File: config.mk
export PLATFORM = sky130hd
export DESIGN_NAME = sim_run_ctrl
export DESIGN_NICKNAME = d
export VERILOG_FILES = /design/src/rtl/sim_run_ctrl_pkg.sv /design/src/rtl/sim_run_ctrl_tracker.sv /design/src/rtl/sim_run_ctrl.sv
export SDC_FILE = /design/constraint.sdc
export NUM_CORES = 1
export LEC_CHECK = 0
export ABC_AREA = 1
export CAP_MARGIN = 20
export CORE_MARGIN = 5
export CORE_UTILIZATION = 40
export DETAILED_ROUTE_END_ITERATION = 12
export PLACE_DENSITY_LB_ADDON = 0.08
export SLEW_MARGIN = 20
export SYNTH_ARGS = -nofsm -noshare
export SYNTH_HDL_FRONTEND = slang
export SYNTH_SLANG_ARGS = --single-unit
export TNS_END_PERCENT = 10
File: constraint.sdc
create_clock -name clk -period 3.17 [get_ports clk]
set_input_delay 0.634 -clock clk [delete_from_list [all_inputs] [get_ports clk]]
set_output_delay 0.634 -clock clk [all_outputs]
set_load 0.005 [all_outputs]
File: src/rtl/sim_run_ctrl_pkg.sv
// Shared types and constants for the simulation run controller.
package sim_run_pkg;

  typedef enum logic [1:0] {
    HOLD  = 2'd0,
    RUN   = 2'd1,
    DRAIN = 2'd2,
    DONE  = 2'd3
  } run_state_e;

  localparam int unsigned HALT_CODE_W = 32;
  localparam logic [HALT_CODE_W-1:0] PASS_CODE = '0;

endpackage

File: src/rtl/sim_run_ctrl_tracker.sv
// Per-hart retire counter and first-wins halt/exit-code latch.
module hart_halt_tracker
  import sim_run_pkg::*;
#(
  parameter int unsigned CYC_W = 32
) (
  input  logic                   clk,
  input  logic                   rst,
  input  logic                   count_en,
  input  logic                   halt_en,
  input  logic                   retire_i,
  input  logic                   halt_i,
  input  logic [HALT_CODE_W-1:0] halt_code_i,
  output logic [CYC_W-1:0]       retire_cnt_o,
  output logic                   halted_o,
  output logic [HALT_CODE_W-1:0] halt_code_o,
  output logic                   fail_o
);

  always_ff @(posedge clk) begin
    if (rst) begin
      retire_cnt_o <= '0;
      halted_o     <= 1'b0;
      halt_code_o  <= '0;
      fail_o       <= 1'b0;
    end else begin
      if (count_en && retire_i && (retire_cnt_o != '1))
        retire_cnt_o <= retire_cnt_o + 1'b1;
      if (halt_en && halt_i && !halted_o) begin
        halted_o    <= 1'b1;
        halt_code_o <= halt_code_i;
        fail_o      <= (halt_code_i != PASS_CODE);
      end
    end
  end

endmodule

File: src/rtl/sim_run_ctrl.sv
// Run controller: CPU reset sequencing, run/drain FSM, cycle budget and halt collection.
// Optional progress watchdog enabled by SIM_RUN_CTRL_PROGRESS_WDT_EN.
module sim_run_ctrl
  import sim_run_pkg::*;
#(
  parameter int unsigned NUM_HARTS    = 1,
  parameter int unsigned RESET_CYCLES = 2,
  parameter int unsigned MAX_CYCLES   = 1000,
  parameter int unsigned DRAIN_CYCLES = 4,
  parameter int unsigned CYC_W        = 32,
  parameter int unsigned STALL_LIMIT  = 64
) (
  input  logic                             clk,
  input  logic                             rst,
  input  logic [NUM_HARTS-1:0]             retire_i,
  input  logic [NUM_HARTS-1:0]             halt_i,
  input  logic [NUM_HARTS*HALT_CODE_W-1:0] halt_code_i,
  output logic                             cpu_rst_n,
  output logic [1:0]                       state_o,
  output logic [CYC_W-1:0]                 cycle_cnt_o,
  output logic [NUM_HARTS*CYC_W-1:0]       retire_cnt_o,
  output logic [NUM_HARTS*HALT_CODE_W-1:0] halt_code_o,
  output logic [NUM_HARTS-1:0]             halted_o,
  output logic [NUM_HARTS-1:0]             fail_mask_o,
  output logic                             done_o,
  output logic                             pass_o,
  output logic                             timeout_o,
  output logic                             stall_o
);

  run_state_e  state_q, state_d;
  logic [31:0] hold_cnt, drain_cnt;
  logic        in_run, count_en;
  logic        all_halted_now, timeout_hit, stall_hit;
  logic        set_tmo, set_stl;

  assign in_run   = (state_q == RUN);
  assign count_en = in_run || (state_q == DRAIN);
  assign state_o  = state_q;

  for (genvar h = 0; h < NUM_HARTS; h++) begin : g_hart
    hart_halt_tracker #(.CYC_W(CYC_W)) u_trk (
      .clk          (clk),
      .rst          (rst),
      .count_en     (count_en),
      .halt_en      (in_run),
      .retire_i     (retire_i[h]),
      .halt_i       (halt_i[h]),
      .halt_code_i  (halt_code_i[h*HALT_CODE_W +: HALT_CODE_W]),
      .retire_cnt_o (retire_cnt_o[h*CYC_W +: CYC_W]),
      .halted_o     (halted_o[h]),
      .halt_code_o  (halt_code_o[h*HALT_CODE_W +: HALT_CODE_W]),
      .fail_o       (fail_mask_o[h])
    );
  end

  // Halts accepted on this same edge count towards the all-halted exit.
  assign all_halted_now = &(halted_o | halt_i);
  assign timeout_hit    = (cycle_cnt_o == CYC_W'(MAX_CYCLES - 1));

`ifdef SIM_RUN_CTRL_PROGRESS_WDT_EN
  logic [31:0] idle_cnt;
  logic        stall_q;

  always_ff @(posedge clk) begin
    if (rst || (state_q == HOLD)) begin
      idle_cnt <= '0;
    end else if (in_run) begin
      if (|retire_i)
        idle_cnt <= '0;
      else if (idle_cnt != '1)
        idle_cnt <= idle_cnt + 1'b1;
    end
  end

  always_ff @(posedge clk) begin
    if (rst) stall_q <= 1'b0;
    else     stall_q <= stall_q | set_stl;
  end

  assign stall_hit = (idle_cnt >= STALL_LIMIT);
  assign stall_o   = stall_q;
`else
  logic unused_stall_limit;
  assign unused_stall_limit = ^STALL_LIMIT;
  assign stall_hit = 1'b0;
  assign stall_o   = 1'b0;
`endif

  always_comb begin
    state_d = state_q;
    set_tmo = 1'b0;
    set_stl = 1'b0;
    case (state_q)
      HOLD:  if (hold_cnt == RESET_CYCLES) state_d = RUN;
      RUN: begin
        if (all_halted_now) begin
          state_d = DRAIN;
        end else if (timeout_hit) begin
          state_d = DRAIN;
          set_tmo = 1'b1;
        end else if (stall_hit) begin
          state_d = DRAIN;
          set_stl = 1'b1;
        end
      end
      DRAIN: if (drain_cnt == DRAIN_CYCLES - 1) state_d = DONE;
      DONE:  state_d = DONE;
      default: state_d = HOLD;
    endcase
  end

  always_ff @(posedge clk) begin
    if (rst) state_q <= HOLD;
    else     state_q <= state_d;
  end

  always_ff @(posedge clk) begin
    if (rst) begin
      hold_cnt    <= '0;
      drain_cnt   <= '0;
      cycle_cnt_o <= '0;
      cpu_rst_n   <= 1'b0;
      timeout_o   <= 1'b0;
      done_o      <= 1'b0;
      pass_o      <= 1'b0;
    end else begin
      if (state_q == HOLD)  hold_cnt  <= hold_cnt + 1'b1;
      if (state_q == DRAIN) drain_cnt <= drain_cnt + 1'b1;
      if (count_en && (cycle_cnt_o != '1))
        cycle_cnt_o <= cycle_cnt_o + 1'b1;
      cpu_rst_n <= (state_d != HOLD);
      timeout_o <= timeout_o | set_tmo;
      if ((state_q == DRAIN) && (state_d == DONE)) begin
        done_o <= 1'b1;
        pass_o <= (&halted_o) && !timeout_o && !stall_o && (fail_mask_o == '0);
      end
    end
  end

endmodule
; ---- After elaboration in Yosys (flattened, before gate mapping)
; Cells that the tools add are included.
[totals]
ff_bits = 168
in_bits = 36
out_inout_bits = 105
wordCells = 50
[classes]
n_addsub = 4
eq_ne = 9
mux = 8
bitwise_logic = 3
reduce_logical = 14
[op_table]
columns = cell, n
row1 = $add A32 B1 Y32 const B, 4
row2 = $eq A32 B2 Y1 const B, 2
row3 = $ne A32 B32 Y1 const B, 2
row4 = $eq A32 B10 Y1 const B, 1
row5 = $reduce_bool A32 Y1, 1
row6 = $logic_and A1 B1 Y1, 8
row7 = $mux W2, 4
row8 = $pmux W2 S4, 1
row9 = $eq A2 B2 Y1 const B, 3
row10 = $mux W1, 3
row11 = $eq A2 B1 Y1 const B, 1
row12 = $logic_not A1 Y1, 2
row13 = $logic_not A2 Y1, 1
row14 = $or A1 B1 Y1, 2
row15 = $reduce_bool A2 Y1, 1
row16 = $logic_or A1 B1 Y1, 1
row17 = $not A1 Y1, 1

; ---- Logic depth before layout (Yosys ltp)
[depth]
word_depth = 6
depth_mapped = 12

; ---- Modules after synthesis
; From an unflattened synthesis, not the netlist that was laid out.
[unflattened]
hier_cells = 1370
area_unflattened_um2 = 9141.3
[modules_own_cells]
columns = module, n_inst, cells_each, area_per_inst_um2, seq_area_each_um2
row1 = sim_run_ctrl, 1, 889, 5856.9, 2042.0
row2 = hart_halt_tracker, 1, 481, 3284.4, 1321.3

; ---- Worst setup path after synthesis
; Ideal clock, no wire load.
[synth_path]
path_kind = flip-flop to flip-flop
start = register state_q[0] (netlist: state_o[0])
end = register drain_cnt[21]
arrival_ns = 1.698
required_time_ns = 3.051
slack_ns = 1.352
stages_incl_launch_ff = 13
path_buffers = 1
cell_sequence = dfxtp_1 inv_1 ha_1 buf_2 nand2_1 nor2_2 nand2_1 nor2_1 nand2_1 nor2_2 nand4_1 o21ai_0 a21oi_1
[synth_between]
elab_chain_cells = 1
[synth_lines]
columns = element, line
row1 = start: declaration, sim_run_ctrl.sv:31  ; run_state_e state_q, state_d;
row2 = start signal: assignment, sim_run_ctrl.sv:115  ; else state_q <= state_d;
row3 = $eq A2 B2 Y1, sim_run_ctrl.sv:129  ; if (state_q == DRAIN) drain_cnt <= drain_cnt + 1'b1;
row4 = end signal: assignment, sim_run_ctrl.sv:129
row5 = end: declaration, sim_run_ctrl.sv:32  ; logic [31:0] hold_cnt, drain_cnt;
; No other way between the ends.
; A chain may end at the register's enable or synchronous reset.

; ---- Final worst setup path
[layout_path]
start = register cycle_cnt_o[1]
end = register cycle_cnt_o[6]
[layout_between]
elab_chain_cells = 2
word_cells_on_any_way = 3
[layout_lines]
columns = element, line
row1 = start: declaration, sim_run_ctrl.sv:20  ; output logic [CYC_W-1:0] cycle_cnt_o,
row2 = start signal: assignment, sim_run_ctrl.sv:131  ; cycle_cnt_o <= cycle_cnt_o + 1'b1;
row3 = branches (longest 2 deep; another with $add A32 B1 Y32), -
; Several ways; the timed one is not identified.

==> summary by stage <==
STA
Setup violations remaining at the end of the flow were counted as 0. The count of endpoints failing hold in the final timing report came to 0. For the final routed database, the setup TNS stands at 0 ns. For the final database, setup skew stands at 0.01014 ns. The slew at the pin closest to its max-slew limit is 0.9403 ns. For this run, the top clock speed supported by timing is 439.5 MHz. The minimum clock period after layout is 2.275 ns.

The post-route clock period utilization is 71.78%. The worst slew margin relative to its limit is 37.31%. The max-slew violation count is 0.

The final worst slack is 0.8946 ns. Setup repair after global routing left no endpoint under its margin.

Routing
After detailed routing, the number of vias per cell comes to 4.985. The via count of the routed design is 8844. The total length of routed met3 wires is 1075 µm.

The total wirelength of the detailed-routed design is 25290 µm. For this run, design rule violations remaining after detail routing come to 0. In this run the remaining antenna-violating nets after routing total 0. The first routing iteration left 598 violations.

The highest metal layer used by the detailed router is met4. The number of iterations in the first detailed-routing pass is 5. After detailed routing, the wire length on met1 is 12990 µm. In the final routed layout, each cell accounts on average for 14.26 µm. The routed design uses 10980 µm of met2 wire.

Global route
The global-route wire length before repair is 42580 µm. The number of global-route vias before repair came to 8395. The largest net degree at the start of global routing is 72.

Global routing used 19.88% of the available tracks. After global routing the overflow that remains totals 0. The initial antenna violation count came to 0.

Logic synthesis
Synthesis instantiated 39 different standard cells from the library. The flip-flop cell with the highest count after synthesis is dfxtp_1. The Yosys step of the flow raised 0 warnings.

The number of nets handed over by synthesis was 1399. The synthesized design contains 0 enable-type register cells. After synthesis, the cell types taking the most area are dfxtp_1, nand2_1, nor2_1. The number of instances in the synthesized netlist is 1353. The commonest cells after synthesis are nand2_1, nor2_1, dfxtp_1. The cell taking the most area after synthesis is dfxtp_1. The sequential element share of the synthesized area is 37.59%. The most instantiated library cell after synthesis is nand2_1. After synthesis, the mean cell area works out to 6.613 µm². After synthesis the cells add up to 8947 µm².

Of the post-synthesis cell area, the dominant cell type holds 37.59%. In this run, synthesis produced a sequential element count of 168. The share of synthesized registers carrying an async set or reset is 0%.

Worst setup path
The cell depth of the worst flop-to-flop path is 12. The cell with the biggest individual delay on the critical path is dfxtp_1. Setup slack on the worst reg-to-reg path comes out at 0.89 ns. The number of buffers and inverters on the critical path is 2. The source of the worst register-to-register timing path is cycle_cnt_o[1]$_SDFFE_PP0P_. The cell family contributing the most delay on the critical path is simple AND/OR/NAND/NOR gates. The critical path goes through ha_1 -> nand2_1 -> nor2_1 -> nand2_1 -> nor2_2 -> nand4_1 -> nand2_2 -> inv_2 -> nand2_1 -> nand2_1 -> inv_1 -> nor2_1. The delay contributed by the slowest stage of the critical path is 0.40 ns. The data arrival time of the critical path is 2.60 ns. At the worst endpoint, the required time is 3.49 ns. In this run the worst path has a maximum fanout of 24. The worst setup path is of the register to register kind. The kind of start point of the critical path is a register. The type of destination of the critical path is a register. By instance count, the cell type seen most on the critical path is nand2_1. In this run the critical register-to-register path is captured at cycle_cnt_o[6]$_SDFFE_PP0P_.

Placed design
The port buffer count is 139. The pre-CTS worst setup slack is 0.9212 ns. The half-perimeter wire length after placement is 18640 µm. The instance area at placement is 10570 µm². The last weighted congestion value of the routability-driven placer is 0.8894.

Floorplan
In this run the core area contains 54 standard-cell rows. The die is 159.6 µm tall. 141 I/O pins were placed.

The region available for standard cell placement spans 21960 µm². The die span in x is 159.6 µm. The floorplan die area is 25460 µm². The initial utilization of the core area, before any placement, comes to 40.75%.

Power and ir drop
Per report_power, the clock group accounts for 40.6% of the total. The maximum vdd ir drop is 0.3622 mV. Of the total power, the share spent switching nets is 28.50%.

The power share of the sequential group is 40.7%. The internal power contribution is 0.004174 W. For this design the static power due to leakage is 4.104 nW. The power per cell area is 519.6 nW/µm². The analysis attributes to net switching a power of 0.001664 W. The combinational share of power is 18.7%.

Min path
The worst hold path startpoint is done_o$_SDFFE_PP0P_. The terminating pin of the worst hold path is done_o$_SDFFE_PP0P_. The worst hold path depth is 2. The path class of the tightest hold or removal check is register to register.

Job
The reported max-cap violation count is 0.

Clocking
The number of buffers created by CTS is 17. The register clock-pin slew on the reported worst setup and hold paths is 0.07 ns. The later pin in the worst-skew pair is clocked with a latency of 0.43 ns.

The cell at the root of the clock tree is clkbuf_16. The post-cts gate resize count is 0. For this design, the sink count on the clock tree is 168. Once the clock tree was built, the setup fixing pass inserted 0 buffers. In this run the deepest clock path goes through 2 buffers. In this run, post-CTS hold repair placed 0 buffers. The clock tree from TritonCTS is built.

The clock tree synthesis step divided the H-tree into 4 levels.

Run status
The flow ran to the end, and the final reports show no timing, DRC or antenna violations.

Final layout
In the final design database the tool counted 1527 nets. The filler cell count in the final layout is 2231. Relative to the synthesized area, the layout overhead comes to 25.56%.

The post-route cell area is 11230 µm². 0 antenna diodes ended up in the layout. Cells with a size suffix above 1 make up 6.024% of the layout.
[flip-flops by register name (all words and copies together) (netlist names)]
| name | count |
|---|---|
| g_hart.u_trk.retire_cnt_o | 32 |
| g_hart.u_trk.halted_o | 1 |
| g_hart.u_trk.fail_o | 1 |
| state_o | 2 |
| hold_cnt | 32 |
| cycle_cnt_o | 32 |
| cpu_rst_n | 1 |
| timeout_o | 1 |
| g_hart.u_trk.halt_code_o | 32 |
| pass_o | 1 |
| done_o | 1 |
| drain_cnt | 32 |
[kinds of logic (layout without fill, tap and decap cells)]
| kind of cell | after synthesis | after routing | synth area share, % |
|---|---|---|---|
| flops | 168 | 168 | 37.59 |
| simple gates | 743 | 743 | 36.13 |
| fa+ha+maj | 10 | 10 | 1.398 |
| xor+xnor | 54 | 54 | 5.286 |
| buf+inv | 197 | 338 | 8.866 |
| other cells | 1 | 1 | 0.04191 |
| compound gates | 180 | 180 | 10.68 |
[power by group through the flow]
stage	clock [W]	sequential (W)	combinational [W]
finish	0.00237	0.00238	0.00109
global route	0.00252	0.00240	0.00122
CTS	0.00243	0.00238	0.00110
detailed placement	0	0.00242	0.00109
global placement	0	0.00242	0.00109
floorplan	0	0.00242	0.000629
[stage by stage]
stage	util [%]	cells	total power [W]	hold WS (ns)
floorplan	-	1353	0.003049	0.4395
global placement	48.12	1742	0.003508	0.4423
detailed placement	48.12	1742	0.003519	0.4476
finish	51.16	1774	0.005838	0.4515
CTS	51.16	1774	0.005901	0.4575
global route	51.16	1774	0.006133	0.4702
[worst max path at each step]
stage / start / endpoint / slack [ns] / cells after the start
after floorplan: state_o[0]$_SDFF_PP0_ / drain_cnt[21]$_SDFFE_PP0P_ / 1.35 / 12
after global placement: retire_i / g_hart[0].u_trk.retire_cnt_o[21]$_SDFFE_PP0P_ / 0.95 / 8
after detailed placement: state_o[0]$_SDFF_PP0_ / drain_cnt[30]$_SDFFE_PP0P_ / 0.92 / 9
after CTS: state_o[0]$_SDFF_PP0_ / hold_cnt[30]$_SDFFE_PP0N_ / 0.92 / 10
after global routing: cycle_cnt_o[1]$_SDFFE_PP0P_ / cycle_cnt_o[6]$_SDFFE_PP0P_ / 0.62 / 12
final: cycle_cnt_o[1]$_SDFFE_PP0P_ / cycle_cnt_o[6]$_SDFFE_PP0P_ / 0.89 / 12
[layout make-up]
| cell class | count | area, µm² | share of cell area [%] |
|---|---|---|---|
| clock buffers | 19 | 452.9 | 4.032 |
| clock inverters | 13 | 215.2 | 1.916 |
| inverters | 159 | 596.8 | 5.312 |
| multi-input cells | 988 | 4795 | 42.68 |
| flip-flops and latches | 168 | 3363 | 29.94 |
| well taps | 280 | 350.3 | 3.118 |
| repair buffers | 147 | 1461 | 13.01 |
[metal layers]
layer	GRT usage [%]	vias to the layer above
met5	0	-
li1	-	4598
met4	4.536	0
met3	3.521	21
met2	31.40	218
met1	28.37	4007
[tightest hold or removal path, stage by stage (launching register included)]
cell	delay [ns]
dfxtp_1	0.31
inv_1	0.05
a21oi_1	0.05
[cells in the final DEF, fill, tap and decap left out, types with 2 or more instances in the layout]
cell type,count
nand3_1,51
nor3_1,59
nor2_1,251
xor2_1,39
xnor2_1,15
bufinv_16,5
nor3_4,2
nor2_2,6
clkinv_4,3
a31oi_1,3
o21a_1,4
and2_1,2
clkbuf_16,17
ha_1,10
nand2_1,288
a21oi_2,9
nor3_2,9
inv_1,150
and3_1,3
nand4_1,41
buf_4,8
dfxtp_1,168
clkbuf_8,2
or2_1,2
nand2_2,11
o21ai_0,75
nor3b_1,3
inv_6,3
a21oi_1,85
inv_2,9
nor4_1,11
clkdlybuf4s50_1,138
Power figures use the tool's default switching activity.
